### config.mk
export PLATFORM = sky130hd
export DESIGN_NAME = otter_dmem_arbiter_flat
export DESIGN_NICKNAME = d
export VERILOG_FILES = /design/src/rtl/otter_dmem_arb_pkg.sv /design/src/rtl/otter_dmem_arbiter_if.sv /design/src/rtl/otter_dmem_arb_pick.sv /design/src/rtl/otter_dmem_arbiter.sv /design/src/flat_wrapper.sv
export SDC_FILE = /design/constraint.sdc
export NUM_CORES = 1
export LEC_CHECK = 0
export BUFFER_PORTS_ARGS = -buffer_cell sky130_fd_sc_hd__buf_4
export CORE_AREA = 2 2 168 121
export DETAILED_ROUTE_END_ITERATION = 10
export DIE_AREA = 0 0 170 123
export PLACE_DENSITY = 0.62
export SYNTH_ARGS = -nofsm -noshare
export SYNTH_HDL_FRONTEND = slang
export SYNTH_HIERARCHICAL = 1
export SYNTH_SLANG_ARGS = --single-unit
### constraint.sdc
create_clock -name CLK -period 2.2 [get_ports CLK]
set_input_delay 0 -clock CLK [delete_from_list [all_inputs] [get_ports CLK]]
set_output_delay 0 -clock CLK [all_outputs]
set_load 0.005 [all_outputs]
### src/rtl/otter_dmem_arb_pkg.sv
// otter_dmem_arb_pkg: shared types for the OTTER data-port arbiter.
// Holds the FSM state, master ids, access sizes and the request bundle.
package otter_dmem_arb_pkg;

  typedef enum logic {
    IDLE    = 1'b0,
    RD_WAIT = 1'b1
  } state_e;

  typedef enum logic {
    M_CPU = 1'b0,
    M_DMA = 1'b1
  } mid_e;

  localparam logic [1:0] SZ_BYTE = 2'd0;
  localparam logic [1:0] SZ_HALF = 2'd1;
  localparam logic [1:0] SZ_WORD = 2'd2;

  typedef struct packed {
    logic        we;
    logic [31:0] addr;
    logic [31:0] din;
    logic [1:0]  size;
    logic        sign;
  } req_t;

endpackage

### src/rtl/otter_dmem_arbiter_if.sv
// otter_dmem_arbiter_if: requester and memory-port bundle of the arbiter.
// slave = arbiter side, master = requesters plus memory side.
interface otter_dmem_arbiter_if;
  logic        M0_REQ;
  logic        M0_WE;
  logic [31:0] M0_ADDR;
  logic [31:0] M0_DIN;
  logic [1:0]  M0_SIZE;
  logic        M0_SIGN;
  logic        M0_GNT;
  logic        M0_RVALID;
  logic [31:0] M0_DOUT;

  logic        M1_REQ;
  logic        M1_WE;
  logic [31:0] M1_ADDR;
  logic [31:0] M1_DIN;
  logic [1:0]  M1_SIZE;
  logic        M1_SIGN;
  logic        M1_GNT;
  logic        M1_RVALID;
  logic [31:0] M1_DOUT;

  logic        MEM_RDEN2;
  logic        MEM_WE2;
  logic [31:0] MEM_ADDR2;
  logic [31:0] MEM_DIN2;
  logic [1:0]  MEM_SIZE;
  logic        MEM_SIGN;
  logic [31:0] MEM_DOUT2;

  modport slave (
    input  M0_REQ, M0_WE, M0_ADDR, M0_DIN,
    input  M0_SIZE, M0_SIGN,
    output M0_GNT, M0_RVALID, M0_DOUT,
    input  M1_REQ, M1_WE, M1_ADDR, M1_DIN,
    input  M1_SIZE, M1_SIGN,
    output M1_GNT, M1_RVALID, M1_DOUT,
    output MEM_RDEN2, MEM_WE2, MEM_ADDR2,
    output MEM_DIN2, MEM_SIZE, MEM_SIGN,
    input  MEM_DOUT2
  );

  modport master (
    output M0_REQ, M0_WE, M0_ADDR, M0_DIN,
    output M0_SIZE, M0_SIGN,
    input  M0_GNT, M0_RVALID, M0_DOUT,
    output M1_REQ, M1_WE, M1_ADDR, M1_DIN,
    output M1_SIZE, M1_SIGN,
    input  M1_GNT, M1_RVALID, M1_DOUT,
    input  MEM_RDEN2, MEM_WE2, MEM_ADDR2,
    input  MEM_DIN2, MEM_SIZE, MEM_SIGN,
    output MEM_DOUT2
  );
endinterface

### src/rtl/otter_dmem_arb_pick.sv
// otter_dmem_arb_pick: combinational winner select.
// M0 has priority unless a starved M1 is owed the grant.
module otter_dmem_arb_pick
  import otter_dmem_arb_pkg::*;
#(
  parameter int unsigned STARVE_MAX = 4
) (
  input  logic       m0_req_i,
  input  logic       m1_req_i,
  input  logic [3:0] starve_cnt_i,
  output logic       m0_win_o,
  output logic       m1_win_o
);
  localparam logic [3:0] SMAX = 4'(STARVE_MAX);

  logic force_m1;

  assign force_m1 = m1_req_i && (starve_cnt_i == SMAX);
  assign m0_win_o = m0_req_i && !force_m1;
  assign m1_win_o = m1_req_i && !m0_win_o;
endmodule

### src/rtl/otter_dmem_arbiter.sv
// otter_dmem_arbiter: shares OTTER memory port 2 between CPU (M0) and DMA (M1).
// Define OTTER_DMEM_ARB_MMIO_GUARD_EN to block M1 stores into MMIO space.
module otter_dmem_arbiter
  import otter_dmem_arb_pkg::*;
#(
  parameter int unsigned STARVE_MAX = 4
`ifdef OTTER_DMEM_ARB_MMIO_GUARD_EN
  ,
  parameter logic [31:0] MMIO_BASE = 32'h0001_0000
`endif
) (
  input  logic CLK,
  input  logic RST_N,
  otter_dmem_arbiter_if.slave bus,
  output logic BUSY
`ifdef OTTER_DMEM_ARB_MMIO_GUARD_EN
  ,
  output logic M1_MMIO_ERR
`endif
);
  localparam logic [3:0] SMAX = 4'(STARVE_MAX);

  state_e      state_q, state_d;
  logic [3:0]  starve_q, starve_d;
  logic [31:0] laddr_q, laddr_d;
  logic [1:0]  lsize_q, lsize_d;
  logic        lsign_q, lsign_d;
  mid_e        lmid_q, lmid_d;
  logic        m0_rv_q, m0_rv_d;
  logic        m1_rv_q, m1_rv_d;
  logic [31:0] m0_dout_q, m0_dout_d;
  logic [31:0] m1_dout_q, m1_dout_d;
`ifdef OTTER_DMEM_ARB_MMIO_GUARD_EN
  logic        err_q, err_d;
`endif

  logic        m0_win, m1_win;
  req_t        r0, r1, win;
  logic        gnt0, gnt1;
  logic        rden, we, sign;
  logic [31:0] addr, din;
  logic [1:0]  size;

  assign r0 = '{we: bus.M0_WE, addr: bus.M0_ADDR,
                din: bus.M0_DIN, size: bus.M0_SIZE,
                sign: bus.M0_SIGN};
  assign r1 = '{we: bus.M1_WE, addr: bus.M1_ADDR,
                din: bus.M1_DIN, size: bus.M1_SIZE,
                sign: bus.M1_SIGN};

  otter_dmem_arb_pick #(
    .STARVE_MAX(STARVE_MAX)
  ) u_pick (
    .m0_req_i    (bus.M0_REQ),
    .m1_req_i    (bus.M1_REQ),
    .starve_cnt_i(starve_q),
    .m0_win_o    (m0_win),
    .m1_win_o    (m1_win)
  );

  always_comb begin
    state_d   = state_q;
    starve_d  = starve_q;
    laddr_d   = laddr_q;
    lsize_d   = lsize_q;
    lsign_d   = lsign_q;
    lmid_d    = lmid_q;
    m0_rv_d   = 1'b0;
    m1_rv_d   = 1'b0;
    m0_dout_d = m0_dout_q;
    m1_dout_d = m1_dout_q;
`ifdef OTTER_DMEM_ARB_MMIO_GUARD_EN
    err_d     = err_q;
`endif
    win  = '0;
    gnt0 = 1'b0;
    gnt1 = 1'b0;
    rden = 1'b0;
    we   = 1'b0;
    addr = '0;
    din  = '0;
    size = '0;
    sign = 1'b0;
    unique case (state_q)
      IDLE: begin
        if (m0_win || m1_win) begin
          win  = m1_win ? r1 : r0;
          gnt0 = m0_win;
          gnt1 = m1_win;
          addr = win.addr;
          din  = win.din;
          size = win.size;
          sign = win.sign;
          if (win.we) begin
            we = 1'b1;
`ifdef OTTER_DMEM_ARB_MMIO_GUARD_EN
            // DMA may not poke IO: grant, but drop the write
            if (m1_win && win.addr >= MMIO_BASE) begin
              we    = 1'b0;
              err_d = 1'b1;
            end
`endif
          end else begin
            rden    = 1'b1;
            laddr_d = win.addr;
            lsize_d = win.size;
            lsign_d = win.sign;
            lmid_d  = m1_win ? M_DMA : M_CPU;
            state_d = RD_WAIT;
          end
        end
        if (bus.M1_REQ) begin
          if (m1_win) begin
            starve_d = '0;
          end else if (starve_q != SMAX) begin
            starve_d = starve_q + 4'd1;
          end
        end
      end
      RD_WAIT: begin
        // memory sizes DOUT2 from the live port, so keep it steady
        addr    = laddr_q;
        size    = lsize_q;
        sign    = lsign_q;
        state_d = IDLE;
        if (lmid_q == M_DMA) begin
          m1_rv_d   = 1'b1;
          m1_dout_d = bus.MEM_DOUT2;
        end else begin
          m0_rv_d   = 1'b1;
          m0_dout_d = bus.MEM_DOUT2;
        end
      end
      default: state_d = IDLE;
    endcase
  end

  always_ff @(posedge CLK or negedge RST_N) begin
    if (!RST_N) begin
      state_q   <= IDLE;
      starve_q  <= '0;
      laddr_q   <= '0;
      lsize_q   <= '0;
      lsign_q   <= 1'b0;
      lmid_q    <= M_CPU;
      m0_rv_q   <= 1'b0;
      m1_rv_q   <= 1'b0;
      m0_dout_q <= '0;
      m1_dout_q <= '0;
`ifdef OTTER_DMEM_ARB_MMIO_GUARD_EN
      err_q     <= 1'b0;
`endif
    end else begin
      state_q   <= state_d;
      starve_q  <= starve_d;
      laddr_q   <= laddr_d;
      lsize_q   <= lsize_d;
      lsign_q   <= lsign_d;
      lmid_q    <= lmid_d;
      m0_rv_q   <= m0_rv_d;
      m1_rv_q   <= m1_rv_d;
      m0_dout_q <= m0_dout_d;
      m1_dout_q <= m1_dout_d;
`ifdef OTTER_DMEM_ARB_MMIO_GUARD_EN
      err_q     <= err_d;
`endif
    end
  end

  assign bus.M0_GNT    = gnt0;
  assign bus.M1_GNT    = gnt1;
  assign bus.M0_RVALID = m0_rv_q;
  assign bus.M1_RVALID = m1_rv_q;
  assign bus.M0_DOUT   = m0_dout_q;
  assign bus.M1_DOUT   = m1_dout_q;
  assign bus.MEM_RDEN2 = rden;
  assign bus.MEM_WE2   = we;
  assign bus.MEM_ADDR2 = addr;
  assign bus.MEM_DIN2  = din;
  assign bus.MEM_SIZE  = size;
  assign bus.MEM_SIGN  = sign;
  assign BUSY          = (state_q == RD_WAIT);
`ifdef OTTER_DMEM_ARB_MMIO_GUARD_EN
  assign M1_MMIO_ERR   = err_q;
`endif
endmodule

### src/flat_wrapper.sv
// flat-port wrapper written by rule: the top's interface ports become plain ports
module otter_dmem_arbiter_flat import otter_dmem_arb_pkg::*;
#(
  parameter int unsigned STARVE_MAX = 4

)
  (CLK, RST_N, BUSY, bus_M0_REQ, bus_M0_WE, bus_M0_ADDR, bus_M0_DIN, bus_M0_SIZE, bus_M0_SIGN, bus_M0_GNT, bus_M0_RVALID, bus_M0_DOUT, bus_M1_REQ, bus_M1_WE, bus_M1_ADDR, bus_M1_DIN, bus_M1_SIZE, bus_M1_SIGN, bus_M1_GNT, bus_M1_RVALID, bus_M1_DOUT, bus_MEM_RDEN2, bus_MEM_WE2, bus_MEM_ADDR2, bus_MEM_DIN2, bus_MEM_SIZE, bus_MEM_SIGN, bus_MEM_DOUT2);
  otter_dmem_arbiter_if bus_i ();
  input  logic CLK;
  input  logic RST_N;
  output logic BUSY;
  input wire logic [$bits(bus_i.M0_REQ)-1:0] bus_M0_REQ;
  input wire logic [$bits(bus_i.M0_WE)-1:0] bus_M0_WE;
  input wire logic [$bits(bus_i.M0_ADDR)-1:0] bus_M0_ADDR;
  input wire logic [$bits(bus_i.M0_DIN)-1:0] bus_M0_DIN;
  input wire logic [$bits(bus_i.M0_SIZE)-1:0] bus_M0_SIZE;
  input wire logic [$bits(bus_i.M0_SIGN)-1:0] bus_M0_SIGN;
  output wire logic [$bits(bus_i.M0_GNT)-1:0] bus_M0_GNT;
  output wire logic [$bits(bus_i.M0_RVALID)-1:0] bus_M0_RVALID;
  output wire logic [$bits(bus_i.M0_DOUT)-1:0] bus_M0_DOUT;
  input wire logic [$bits(bus_i.M1_REQ)-1:0] bus_M1_REQ;
  input wire logic [$bits(bus_i.M1_WE)-1:0] bus_M1_WE;
  input wire logic [$bits(bus_i.M1_ADDR)-1:0] bus_M1_ADDR;
  input wire logic [$bits(bus_i.M1_DIN)-1:0] bus_M1_DIN;
  input wire logic [$bits(bus_i.M1_SIZE)-1:0] bus_M1_SIZE;
  input wire logic [$bits(bus_i.M1_SIGN)-1:0] bus_M1_SIGN;
  output wire logic [$bits(bus_i.M1_GNT)-1:0] bus_M1_GNT;
  output wire logic [$bits(bus_i.M1_RVALID)-1:0] bus_M1_RVALID;
  output wire logic [$bits(bus_i.M1_DOUT)-1:0] bus_M1_DOUT;
  output wire logic [$bits(bus_i.MEM_RDEN2)-1:0] bus_MEM_RDEN2;
  output wire logic [$bits(bus_i.MEM_WE2)-1:0] bus_MEM_WE2;
  output wire logic [$bits(bus_i.MEM_ADDR2)-1:0] bus_MEM_ADDR2;
  output wire logic [$bits(bus_i.MEM_DIN2)-1:0] bus_MEM_DIN2;
  output wire logic [$bits(bus_i.MEM_SIZE)-1:0] bus_MEM_SIZE;
  output wire logic [$bits(bus_i.MEM_SIGN)-1:0] bus_MEM_SIGN;
  input wire logic [$bits(bus_i.MEM_DOUT2)-1:0] bus_MEM_DOUT2;
  assign bus_i.M0_REQ = bus_M0_REQ;
  assign bus_i.M0_WE = bus_M0_WE;
  assign bus_i.M0_ADDR = bus_M0_ADDR;
  assign bus_i.M0_DIN = bus_M0_DIN;
  assign bus_i.M0_SIZE = bus_M0_SIZE;
  assign bus_i.M0_SIGN = bus_M0_SIGN;
  assign bus_M0_GNT = bus_i.M0_GNT;
  assign bus_M0_RVALID = bus_i.M0_RVALID;
  assign bus_M0_DOUT = bus_i.M0_DOUT;
  assign bus_i.M1_REQ = bus_M1_REQ;
  assign bus_i.M1_WE = bus_M1_WE;
  assign bus_i.M1_ADDR = bus_M1_ADDR;
  assign bus_i.M1_DIN = bus_M1_DIN;
  assign bus_i.M1_SIZE = bus_M1_SIZE;
  assign bus_i.M1_SIGN = bus_M1_SIGN;
  assign bus_M1_GNT = bus_i.M1_GNT;
  assign bus_M1_RVALID = bus_i.M1_RVALID;
  assign bus_M1_DOUT = bus_i.M1_DOUT;
  assign bus_MEM_RDEN2 = bus_i.MEM_RDEN2;
  assign bus_MEM_WE2 = bus_i.MEM_WE2;
  assign bus_MEM_ADDR2 = bus_i.MEM_ADDR2;
  assign bus_MEM_DIN2 = bus_i.MEM_DIN2;
  assign bus_MEM_SIZE = bus_i.MEM_SIZE;
  assign bus_MEM_SIGN = bus_i.MEM_SIGN;
  assign bus_i.MEM_DOUT2 = bus_MEM_DOUT2;
  otter_dmem_arbiter #(.STARVE_MAX(STARVE_MAX)) u_core (.CLK(CLK), .RST_N(RST_N), .bus(bus_i), .BUSY(BUSY));
endmodule
* Word-level counts from Yosys, hierarchy flattened *
Index checks and enable logic that the tools add are counted.
Widths: inputs -> output; s select.

storage, ports and cells
  flip-flop bits (word level) = 107

cells by class
  $add $sub $neg = 1
  bitwise gates (word level) = 3
  multiplexer cells = 27
  equality and inequality tests = 2
  reduce and logical (&&, ||, !) cells = 11

operator list
  operator             count
  $mux 32              3
  $mux 68              1
  $pmux 32 s2          1
  $mux 1               16
  $mux 4               2
  $reduce_and 3->1     2
  $add 4x1->4 const B  1
  $eq 4x3->1 const B   1
  $ne 4x3->1 const B   1
  $pmux 1 s2           2
  $pmux 2 s2           1
  $reduce_and 2->1     2
  $logic_and 1x1->1    3
  $not 1->1            3
  $logic_not 1->1      2
  $mux 2               1
  $reduce_bool 2->1    1
  $logic_or 1x1->1     1

* Depth between registers and ports, before layout *
Gate-level depths: netlist (run 1).

  word-level depth = 10
  depth in mapped cells = 7
  gate-level depth less buffers = 5

* Cells and area by module *
Netlist (run 1), hierarchy kept.

modules (own cells, without submodules)
  module               cells an instance  instances  area an instance (µm²)  seq. area each (µm²)
  otter_dmem_arbiter   480                1          5635.4                  2677.6
  otter_dmem_arb_pick  4                  1          40.0                    0.0

* Least setup slack after synthesis (run 1) *
Ideal clock, no wire load.

  path type = reg2reg
  from = register u_core.starve_q[1]
  to = register u_core.laddr_q[16]
  slack = 0.168 ns
  data arrival time = 1.908 ns
  cell stages (with the launch flop) = 8
  setup time = 0.125 ns
  required time = 2.075 ns
  clock period less this slack = 2.032 ns
  path buffers = 2
  path through = dfrtp_1 nor4b_4 a21oi_1 nor2b_1 buf_2 a21oi_4 buf_6 mux2_2

on the way
  word-level cells in the longest chain between the ends = 9
  elaborated cells on any way between the ends = 10
  classes of those cells = eq/ne: 1; mux: 1; bitwise: 1; reduce/logical: 7

RTL lines
  what                        line                       source
  start: declaration          otter_dmem_arbiter.sv:24   logic [3:0] starve_q, starve_d;
  start signal: assignment    otter_dmem_arbiter.sv:155  starve_q <= starve_d;
  $eq 4x3->1 *                otter_dmem_arb_pick.sv:18  assign force_m1 = m1_req_i && (starve_cnt_i == SMAX);
  $logic_and 1x1->1 *         otter_dmem_arb_pick.sv:18
  $logic_not 1->1 *           otter_dmem_arb_pick.sv:19  assign m0_win_o = m0_req_i && !force_m1;
  $logic_and 1x1->1 *         otter_dmem_arb_pick.sv:19
  named net u_core.m0_win     otter_dmem_arbiter.sv:37   logic m0_win, m1_win;
  $logic_not 1->1             otter_dmem_arb_pick.sv:20  assign m1_win_o = m1_req_i && !m0_win_o;
  $logic_and 1x1->1           otter_dmem_arb_pick.sv:20
  $mux 68                     otter_dmem_arbiter.sv:87   win = m1_win ? r1 : r0;
  $not 1->1 (no line)         n/a
  $reduce_and 3->1 (no line)  n/a
  end signal: assignment      otter_dmem_arbiter.sv:156  laddr_q <= laddr_d;
  end: declaration            otter_dmem_arbiter.sv:25   logic [31:0] laddr_q, laddr_d;

The timed path passes the listed nets; every way through them passes the cells marked *.
A chain may end at the register's enable or synchronous reset.

* Worst setup path after layout (run 1) *
  from = register u_core.starve_q[0]
  to = register u_core.laddr_q[1]

on the way
  word-level cells in the longest chain between the ends = 9
  elaborated cells on any way between the ends = 10
  classes of those cells = eq/ne: 1; mux: 1; bitwise: 1; reduce/logical: 7

RTL lines
  what                        line
  $eq 4x3->1 *                otter_dmem_arb_pick.sv:18
  $logic_and 1x1->1 *         otter_dmem_arb_pick.sv:18
  $logic_not 1->1 *           otter_dmem_arb_pick.sv:19
  $logic_and 1x1->1 *         otter_dmem_arb_pick.sv:19
  $logic_not 1->1 *           otter_dmem_arb_pick.sv:20
  $logic_and 1x1->1 *         otter_dmem_arb_pick.sv:20
  named net u_core.m1_win     otter_dmem_arbiter.sv:37
  $mux 68                     otter_dmem_arbiter.sv:87
  $not 1->1 (no line)         n/a
  $reduce_and 3->1 (no line)  n/a

Marked as above.

==> results of run 1 <==
[how the worst max path moves through the flow]
| stage | start | endpoint | slack (ps) | cells after the start |
|---|---|---|---|---|
| 6_report | u_core/starve_q[0]$_DFFE_PN0P_ | u_core/laddr_q[1]$_DFFE_PN0P_ | 40 | 9 |
| 5_1_grt | u_core/starve_q[0]$_DFFE_PN0P_ | u_core/laddr_q[1]$_DFFE_PN0P_ | -50 | 9 |
| 4_1_cts | u_core/starve_q[1]$_DFFE_PN0P_ | bus_MEM_DIN2[20] | -3 | 6 |
| 3_5_place_dp | u_core/starve_q[1]$_DFFE_PN0P_ | u_core/laddr_q[11]$_DFFE_PN0P_ | 150 | 5 |
| 3_3_place_gp | u_core/starve_q[1]$_DFFE_PN0P_ | u_core/laddr_q[11]$_DFFE_PN0P_ | 170 | 5 |
| 2_1_floorplan | u_core/starve_q[1]$_DFFE_PN0P_ | u_core/laddr_q[16]$_DFFE_PN0P_ | 170 | 7 |
[timing repair]
| item | 4_1_cts | 5_1_grt |
|---|---|---|
| gates cloned | 0 | 5 |
| resized for setup | 4 | 41 |
| endpoints found under the hold margin | 113 | 0 |
| buffers inserted | 0 | 9 |
| pin swaps | 0 | 3 |
| endpoints found under the setup margin | 12 | 60 |
| hold buffers | 48 | 0 |
[sequential cells by signal, indices dropped and copies added (netlist names)]
signal                count
u_core/lmid_q             1
u_core/bus.M0_RVALID      1
u_core/lsize_q            2
u_core/bus.M1_DOUT       32
u_core/lsign_q            1
u_core/starve_q           4
u_core/bus.M0_DOUT       32
u_core/laddr_q           32
u_core/bus.M1_RVALID      1
u_core/BUSY               1
[report_power, final]
| part | internal (W) | total (W) | switching, W |
|---|---|---|---|
| logic | 0.00214 | 0.00335 | 0.00121 |
| clock network | 0.000795 | 0.00158 | 0.000789 |
| registers | 0.00276 | 0.00320 | 0.000434 |
| total | 0.00569 | 0.00813 | 0.00243 |
[kinds of logic after synthesis]
family,after synthesis,share of synthesized area [%]
multiplexers,169,32.8
buffers and inverters,43,3.86
adder cells (fa/ha/maj),2,0.441
AO/OA/AOI/OAI,81,9.24
AND/OR/NAND/NOR,82,6.50
flip-flops,107,47.2
[cell usage in the layout (no fill, tap or decap), types with 8 or more instances in the layout]
| cell type | n |
|---|---|
| o21ai_0 | 22 |
| nor2_1 | 34 |
| o21ai_1 | 13 |
| mux2_2 | 119 |
| buf_12 | 12 |
| mux2i_1 | 32 |
| nand2_1 | 35 |
| a22oi_1 | 34 |
| dlygate4sd3_1 | 48 |
| buf_6 | 8 |
| dfrtp_1 | 105 |
| mux2_1 | 15 |
| clkbuf_16 | 13 |
| buf_4 | 315 |
[worst register-to-register path, delay by kind of cell (launching register included)]
family                 cells  cell delay [ps]
AND/OR/NAND/NOR            2              600
flip-flops                 1              430
buffers and inverters      4              510
AO/OA/AOI/OAI              2              270
multiplexers               1              260
[cell type report]
cell class                      count  area share, %
Sequential cell                   107           28.4
Timing Repair Buffer              388           34.9
Inverter                            6          0.371
Tap cell                          247           3.27
Clock inverter                      6          0.609
Multi-Input combinational cell    334           30.0
Clock buffer                       10           2.42
[metrics by stage]
| step | instances | setup slack, ps | area [um2] |
|---|---|---|---|
| 6_report | 1098 | 37.3 | 9450 |
| 5_1_grt | 1098 | -45.8 | 9450 |
| 4_1_cts | 1084 | -2.57 | 9120 |
| 3_5_place_dp | 1020 | 145 | 8350 |
| 3_3_place_gp | 1020 | 173 | 8350 |
| 2_1_floorplan | 484 | 168 | 5680 |
[per-layer routing]
layer,up-vias,part of all wire [%]
met3,17,4.8
met2,143,47
met4,0,1.1
met1,2411,48
li1,2469,-
met5,-,0
==> flow_metrics.py, run 1 <==
metrics = {
    "status": {
        "status": "completed",
    },
    "layout": {
        "fillers": 1762,
        "layout-drive-gt1-share_pct": 57.8,
        "regArea_mm2": 0.00268,
        "areaGrowthSynthToFinish_pct": 66.6,
        "multiInputGateArea_mm2": 0.00284,
        "antenna_cells": 0,
        "fin_util_pct": 48.8,
        "final_nets": 1020,
    },
    "logic_synthesis": {
        "yosys_warnings": 6,
        "ys_types": 32,
        "synth_common_cells": "119 x mux2_2, 107 x dfrtp_1, 36 x o21ai_0",
        "synthArstFlopShare_pct": 100,
        "ys.flop_type": "dfrtp_1",
        "netlist_instances": 484,
        "synth_area_leaders": "dfrtp_1 47%, mux2_2 24%, mux2i_1 6.0%, a22oi_1 4.6%, o21ai_0 3.2%",
        "synth_enable_flop_cells": 0,
        "synth_fp_nets": 658,
        "synth_top_area_share_pct": 47.2,
        "ys_seq_area_share_pct": 47.2,
        "syn_area_mm2": 0.00568,
        "syn_area_per_cell_um2": 11.7,
        "yosysMostFrequentCell": "mux2_2",
        "synth_largest_area_cell": "dfrtp_1",
        "ys_ff_latch": 107,
    },
    "drt": {
        "ant_nets": 0,
        "first_pass_iters": 4,
        "drt_iter0_markers": 205,
        "via_per_inst": 4.59,
        "wl_per_cell_um": 16.5,
        "dr_total_vias": 5040,
        "wl_um": 18100,
        "drc_errors": 0,
    },
    "timing": {
        "skew_ps": 10.5,
        "maxSlewViolCount": 0,
        "timing.fmax_ghz": 0.462,
        "relSlewSlack_pct": 58.7,
        "tightest_slew_ps": 619,
        "hold_viol": 0,
        "fin_crit_sh_pct": 98.3,
        "setup_tns_ps": 0,
        "setup_viol": 0,
        "rsz0062_at_grt": "true",
        "min_period_ps": 2160,
        "holdWs_ps": 14.1,
    },
    "pwr": {
        "p_total_w": 0.00813,
        "vdd_ir_drop_max_uv": 437,
        "powerDensity_mw_per_mm2": 860,
        "power_leakage_nw": 4.40,
    },
    "clock_network": {
        "clock_latency_ps": 340,
        "htreeDepth": 3,
        "path_clk_slew_ps": 80,
        "cts-root-buf": "clkbuf_16",
        "numClockSinks": 107,
        "cts_tree": "built",
        "clock_path_buffers": 2,
        "cts-buffers-inserted": 9,
    },
    "setup_path": {
        "reg2reg_to": "u_core/laddr_q[1]$_DFFE_PN0P_",
        "crit_family": "simple AND/OR/NAND/NOR gates",
        "arrival_ps": 2400,
        "cp.required_ps": 2440,
        "start_kind": "register",
        "critPathMaxFanout": 5,
        "endpoint_kind": "register",
        "path_buf_inv": 4,
        "crit_chain": "nor4b_4, o21a_4, buf_12, nor3b_4, a21oi_4, buf_6, buf_12, buf_4, mux2_2",
        "slowest_stage": "dfrtp_1",
        "path_class": "register to register",
        "r2r_slack_ps": 40,
        "r2r-start": "u_core/starve_q[0]$_DFFE_PN0P_",
        "cp_slowest_stage_delay_ps": 430,
        "cpMostUsedCell": "buf_12",
        "r2r_cells": 9,
    },
    "global_route": {
        "grt.total_usage_pct": 15.9,
        "met3_usage_pct": 3.20,
        "gr-total-overflow": 0,
        "grt_use_met2_pct": 25.4,
        "grt_pass1_vias": 4933,
        "grt_max_degree": 47,
        "grt_util_met1_pct": 22.4,
        "grt_pass1_wl_um": 26500,
        "antenna_found_initial": 0,
        "grt.busiest_layer": "met2",
    },
    "die": {
        "design.core.area_mm2": 0.0194,
        "row_count": 43,
        "die_x_um": 170,
        "ios": 310,
        "start_util_pct": 29.3,
        "die_h_um": 123,
        "die-area_mm2": 0.0209,
    },
    "placement": {
        "io_buffer_count": 309,
        "dp_hpwl_um": 13000,
        "place.gp.congestion": 0.834,
    },
    "worst_hold_path": {
        "min_from": "bus_M0_ADDR[10]",
        "hp-class": "input pin to register",
        "hold_end": "u_core/laddr_q[10]$_DFFE_PN0P_",
        "holdPathStages": 3,
    },
    "flow_run": {
        "maxCapViolCount": 0,
    },
}
No activity file was read; power rests on OpenSTA's default activity.
==> inputs of run 2 (changes only) <==
--- a/config.mk
+++ b/config.mk
@@ -6,10 +6,12 @@
 export NUM_CORES = 1
 export LEC_CHECK = 0
 export BUFFER_PORTS_ARGS = -buffer_cell sky130_fd_sc_hd__buf_4
+export CELL_PAD_IN_SITES_DETAIL_PLACEMENT = 0
+export CELL_PAD_IN_SITES_GLOBAL_PLACEMENT = 1
 export CORE_AREA = 2 2 168 121
 export DETAILED_ROUTE_END_ITERATION = 10
 export DIE_AREA = 0 0 170 123
-export PLACE_DENSITY = 0.62
+export PLACE_DENSITY_LB_ADDON = 0.1
 export SYNTH_ARGS = -nofsm -noshare
 export SYNTH_HDL_FRONTEND = slang
 export SYNTH_HIERARCHICAL = 1
==> flow_metrics.py, run 2 (synthesized netlist as in run 1, its figures left out) <==
metrics = {
    "layout": {
        "final_common_cell": "buf_4",
        "fin_cells": 1103,
        "layout_common_cells": "325 x buf_4, 105 x mux2_2, 104 x dfrtp_1, 46 x dlygate4sd3_1, 35 x nand2_1",
        "final_nets": 1026,
        "regArea_mm2": 0.00268,
        "multiInputGateArea_mm2": 0.00301,
        "fillers": 1751,
        "finish.instance_area_mm2": 0.00965,
        "areaGrowthSynthToFinish_pct": 70.1,
        "layout-drive-gt1-share_pct": 60.9,
        "antenna_cells": 0,
    },
    "global_route": {
        "antenna_found_initial": 0,
        "grt_max_degree": 42,
        "grt.total_usage_pct": 17.0,
        "grt_pass1_wl_um": 27700,
        "grt_pass1_vias": 5012,
        "gr-total-overflow": 0,
    },
    "timing": {
        "tightest_slew_ps": 680,
        "maxSlewViolCount": 0,
        "skew_ps": 10.1,
        "fin_crit_sh_pct": 102,
        "setup_viol": 43,
        "setup_ws_ps": -41.7,
        "rsz0062_at_grt": "true",
        "timing.fmax_ghz": 0.446,
        "hold_viol": 0,
        "min_period_ps": 2240,
        "relSlewSlack_pct": 54.6,
    },
    "drt": {
        "dr_total_vias": 5184,
        "drt_iter0_markers": 270,
        "first_pass_iters": 4,
        "ant_nets": 0,
        "drc_errors": 0,
        "via_per_inst": 4.70,
        "wl_um": 19300,
        "wl_per_cell_um": 17.5,
    },
    "die": {
        "ios": 310,
        "design.core.area_mm2": 0.0194,
        "row_count": 43,
        "die-area_mm2": 0.0209,
        "start_util_pct": 29.3,
        "die_x_um": 170,
        "die_h_um": 123,
    },
    "placement": {
        "dpl_cell_area_mm2": 0.00834,
        "io_buffer_count": 309,
        "dp_cells": 1019,
        "preCtsSetupSlack_ps": -20.4,
        "place.gp.congestion": 0.816,
        "dp_hpwl_um": 13200,
    },
    "clock_network": {
        "cts_tree": "built",
        "clock_latency_ps": 340,
        "cts-buffers-inserted": 9,
        "path_clk_slew_ps": 80,
        "htreeDepth": 3,
        "numClockSinks": 107,
        "clock_path_buffers": 2,
        "cts-root-buf": "clkbuf_16",
    },
    "pwr": {
        "vdd_ir_drop_max_uv": 379,
        "power_leakage_nw": 4.54,
        "p_total_w": 0.00833,
        "powerDensity_mw_per_mm2": 863,
    },
    "worst_hold_path": {
        "hp-class": "input pin to register",
        "holdPathStages": 3,
        "min_from": "bus_M1_ADDR[11]",
        "hold_end": "u_core/laddr_q[11]$_DFFE_PN0P_",
    },
    "setup_path": {
        "r2r-start": "u_core/starve_q[1]$_DFFE_PN0P_",
        "reg2reg_to": "u_core/laddr_q[12]$_DFFE_PN0P_",
        "path_class": "register to output port",
        "critPathMaxFanout": 6,
        "start_kind": "register",
        "endpoint_kind": "output port",
        "arrival_ps": 2240,
        "r2r_slack_ps": -30,
        "r2r_cells": 8,
        "cp.required_ps": 2200,
    },
    "status": {
        "violations": "negative setup slack",
        "status": "complete, but fails checks",
    },
    "flow_run": {
        "maxCapViolCount": 0,
    },
}
## run 2: changes by cell type in the layout (fill, tap and decap cells not counted), moves of 4 or more
cell and change:
a22oi_1 -12, mux2_2 -14, o21ai_1 +13, buf_4 +10
o21ai_2 +4, a22oi_2 +12, buf_6 -4, o21ai_0 -17
mux2_4 +19, mux2_1 -5
## run 2: worst max-delay path: stages (launching register included)
cell and delay (ps):
dfrtp_1 380, nor4b_4 140, buf_4 140, a21oi_4 190
nor2b_4 410, clkbuf_16 250, a22oi_2 60, o21ai_2 180
buf_4 140
## run 2: area by class of cell
cell class	instances	area share, %
timing repair buffer	393	34.7
multi-input combinational	335	31.2
sequential	107	27.8
tap	247	3.20
clock buffer	9	2.33
clock inverter	6	0.635
inverter	6	0.233
## run 2: worst max-delay path by stage
stage,start,endpoint,slack (ps),cells after the start
6_report,u_core/starve_q[2]$_DFFE_PN0P_,bus_MEM_ADDR2[19],-40,8
2_1_floorplan,u_core/starve_q[1]$_DFFE_PN0P_,u_core/laddr_q[16]$_DFFE_PN0P_,170,7
3_5_place_dp,u_core/starve_q[1]$_DFFE_PN0P_,bus_MEM_DIN2[0],-20,5
3_3_place_gp,u_core/starve_q[1]$_DFFE_PN0P_,bus_MEM_DIN2[1],150,5
4_1_cts,u_core/starve_q[2]$_DFFE_PN0P_,bus_MEM_DIN2[0],-40,6
5_1_grt,u_core/starve_q[2]$_DFFE_PN0P_,bus_MEM_ADDR2[21],-130,8
## run 2: power by group
group | total (W) | internal [W] | switching, W
logic | 0.00356 | 0.00227 | 0.00128
registers | 0.00321 | 0.00276 | 0.000446
clock network | 0.00156 | 0.000788 | 0.000775
total | 0.00833 | 0.00583 | 0.00250
## run 2: metal layers
layer	share of wire (%)	routed length [um]	track usage, %
met1	47	9000	23.1
met2	47	9150	28.4
met3	5.3	1020	3.65
met4	0.60	115	2.99
met5	0	0	0
## run 2: through the flow
step                hold WS [ps]  TNS (ps)  utilization, %
detailed placement          34.8     -20.4            43.1
CTS                        0.132      -101            47.8
floorplan                   -296         0               -
finish                      13.4      -548            49.8
global route                4.71     -6290            49.8
global placement            23.3         0            43.1
## run 2: timing repair
action                                 CTS  global route
setup endpoints to repair               44           102
gates resized for setup                 16            70
hold buffers                            45             1
gates cloned                             3             4
buffers inserted                         5            11
pin swaps                                3            19
endpoints found under the hold margin  109             1
==> inputs of run 3 (changes only) <==
--- a/config.mk
+++ b/config.mk
@@ -12,6 +12,7 @@
 export DETAILED_ROUTE_END_ITERATION = 10
 export DIE_AREA = 0 0 170 123
 export PLACE_DENSITY_LB_ADDON = 0.1
+export REMOVE_ABC_BUFFERS = 1
 export SYNTH_ARGS = -nofsm -noshare
 export SYNTH_HDL_FRONTEND = slang
 export SYNTH_HIERARCHICAL = 1
==> flow_metrics.py, run 3 (synthesized netlist as in run 1, its figures left out) <==
metrics = {
    "status": {
        "status": "complete, but fails checks",
        "violations": "negative setup slack",
    },
    "worst_hold_path": {
        "hp-class": "input pin to register",
        "holdPathStages": 3,
    },
    "clock_network": {
        "cts_tree": "built",
        "clock_latency_ps": 350,
        "cts-buffers-inserted": 9,
        "clock_path_buffers": 2,
        "path_clk_slew_ps": 70,
        "cts-root-buf": "clkbuf_16",
        "htreeDepth": 3,
        "numClockSinks": 107,
    },
    "drt": {
        "via_per_inst": 4.74,
        "drc_errors": 0,
        "wl_per_cell_um": 17.7,
        "first_pass_iters": 4,
        "drt_iter0_markers": 204,
        "wl_um": 20100,
        "ant_nets": 0,
        "dr_total_vias": 5403,
    },
    "die": {
        "die-area_mm2": 0.0209,
        "ios": 310,
        "design.core.area_mm2": 0.0194,
        "row_count": 43,
        "die_x_um": 170,
        "start_util_pct": 29.3,
        "die_h_um": 123,
    },
    "layout": {
        "final_nets": 1062,
        "antenna_cells": 0,
        "fin_util_pct": 52.5,
        "finish.instance_area_mm2": 0.0102,
        "layout-drive-gt1-share_pct": 63.0,
        "areaGrowthSynthToFinish_pct": 79.1,
        "final_common_cell": "buf_4",
        "layout_common_cells": "331 x buf_4, 117 x mux2_2, 104 x dfrtp_1, 64 x dlygate4sd3_1, 35 x nand2_1",
    },
    "global_route": {
        "grt_max_degree": 71,
        "grt.total_usage_pct": 16.9,
        "antenna_found_initial": 0,
        "grt_pass1_vias": 5367,
        "gr-total-overflow": 0,
        "grt_pass1_wl_um": 27500,
    },
    "pwr": {
        "power_leakage_nw": 4.70,
        "p_total_w": 0.00850,
        "vdd_ir_drop_max_uv": 478,
        "powerDensity_mw_per_mm2": 837,
    },
    "timing": {
        "hold_viol": 0,
        "skew_ps": 6.51,
        "min_period_ps": 2300,
        "relSlewSlack_pct": 50.4,
        "tightest_slew_ps": 744,
        "fin_crit_sh_pct": 104,
        "timing.fmax_ghz": 0.435,
        "setup_viol": 47,
        "rsz0062_at_grt": "true",
        "setup_ws_ps": -98.8,
        "maxSlewViolCount": 0,
    },
    "setup_path": {
        "cpMostUsedCell": "buf_12",
        "cp.required_ps": 2430,
        "crit_family": "buffers and inverters",
        "r2r_cells": 9,
        "cp_slowest_stage_delay_ps": 430,
        "start_kind": "register",
        "critical_path_cell_count": 9,
        "endpoint_kind": "register",
        "critPathMaxFanout": 6,
        "r2r_slack_ps": -100,
        "crit_chain": "nor4b_4, o21a_4, buf_6, nor2b_4, buf_12, a21oi_4, buf_12, clkbuf_16, mux2_2",
        "arrival_ps": 2530,
        "slowest_stage": "dfrtp_2",
        "path_class": "register to register",
        "path_buf_inv": 4,
    },
    "placement": {
        "io_buffer_count": 309,
        "dp_hpwl_um": 12700,
        "dpl_cell_area_mm2": 0.00830,
        "place.gp.congestion": 0.801,
    },
    "flow_run": {
        "maxCapViolCount": 0,
    },
}
-- run 3: layout make-up --
| cell class | count | area (um2) |
|---|---|---|
| Fill cell | 1749 | 9210 |
| Sequential cell | 107 | 2680 |
| Tap cell | 247 | 309 |
| Multi-Input combinational cell | 334 | 3050 |
| Clock inverter | 6 | 73.8 |
| Timing Repair Buffer | 430 | 3800 |
| Clock buffer | 9 | 225 |
| Inverter | 6 | 22.5 |
-- run 3: metrics by stage --
step | std cells | TNS [ps] | worst slack (ps) | hold slack, ps
after detailed placement | 1016 | 0 | 81.1 | -60.7
after floorplan | 447 | -395440 | -4000 | -296
after global placement | 1016 | 0 | 154 | -61.9
after global routing | 1139 | -7640 | -149 | 9.21
final | 1139 | -2740 | -98.8 | 21.7
after CTS | 1104 | -254 | -63.1 | 2.50
-- run 3: worst paths after layout --
kind | from | endpoint
min in group asynchronous | RST_N | u_core/bus.M0_DOUT[5]$_DFFE_PN0P_
max | u_core/starve_q[0]$_DFFE_PN0P_ | u_core/laddr_q[3]$_DFFE_PN0P_
min | bus_M0_ADDR[29] | u_core/laddr_q[29]$_DFFE_PN0P_
max in group asynchronous | RST_N | u_core/BUSY$_DFF_PN0_
max reg2reg | u_core/starve_q[0]$_DFFE_PN0P_ | u_core/laddr_q[3]$_DFFE_PN0P_
min reg2reg | u_core/laddr_q[13]$_DFFE_PN0P_ | u_core/laddr_q[13]$_DFFE_PN0P_
-- run 3: report_power, final --
part	internal [W]	leakage, nW	switching [W]
clock network	0.000892	0.140	0.000769
registers	0.00276	1.25	0.000439
logic	0.00231	3.31	0.00133
total	0.00597	4.70	0.00254
-- run 3: per-layer routing --
layer / vias to the layer above / global-route usage, % / routed length [um]
li1: 2556 / - / -
met1: 2644 / 20.0 / 8510
met2: 188 / 30.7 / 10200
met3: 15 / 4.87 / 1200
met4: 0 / 3.58 / 232
met5: - / 0 / 0
-- run 3: timing repair --
item | CTS | global route
pin swaps | 1 | 6
buffers inserted | 6 | 23
setup endpoints to repair | 45 | 87
hold endpoints to repair | 164 | 0
hold buffers | 64 | 0
gates cloned | 3 | 12
resized for setup | 14 | 94
-- run 3: worst reg2reg max path, stage by stage (launching register included) --
cell and delay [ps]:
dfrtp_2 430, nor4b_4 360, o21a_4 220, buf_6 110
nor2b_4 40, buf_12 140, a21oi_4 230, buf_12 160
clkbuf_16 160, mux2_2 330
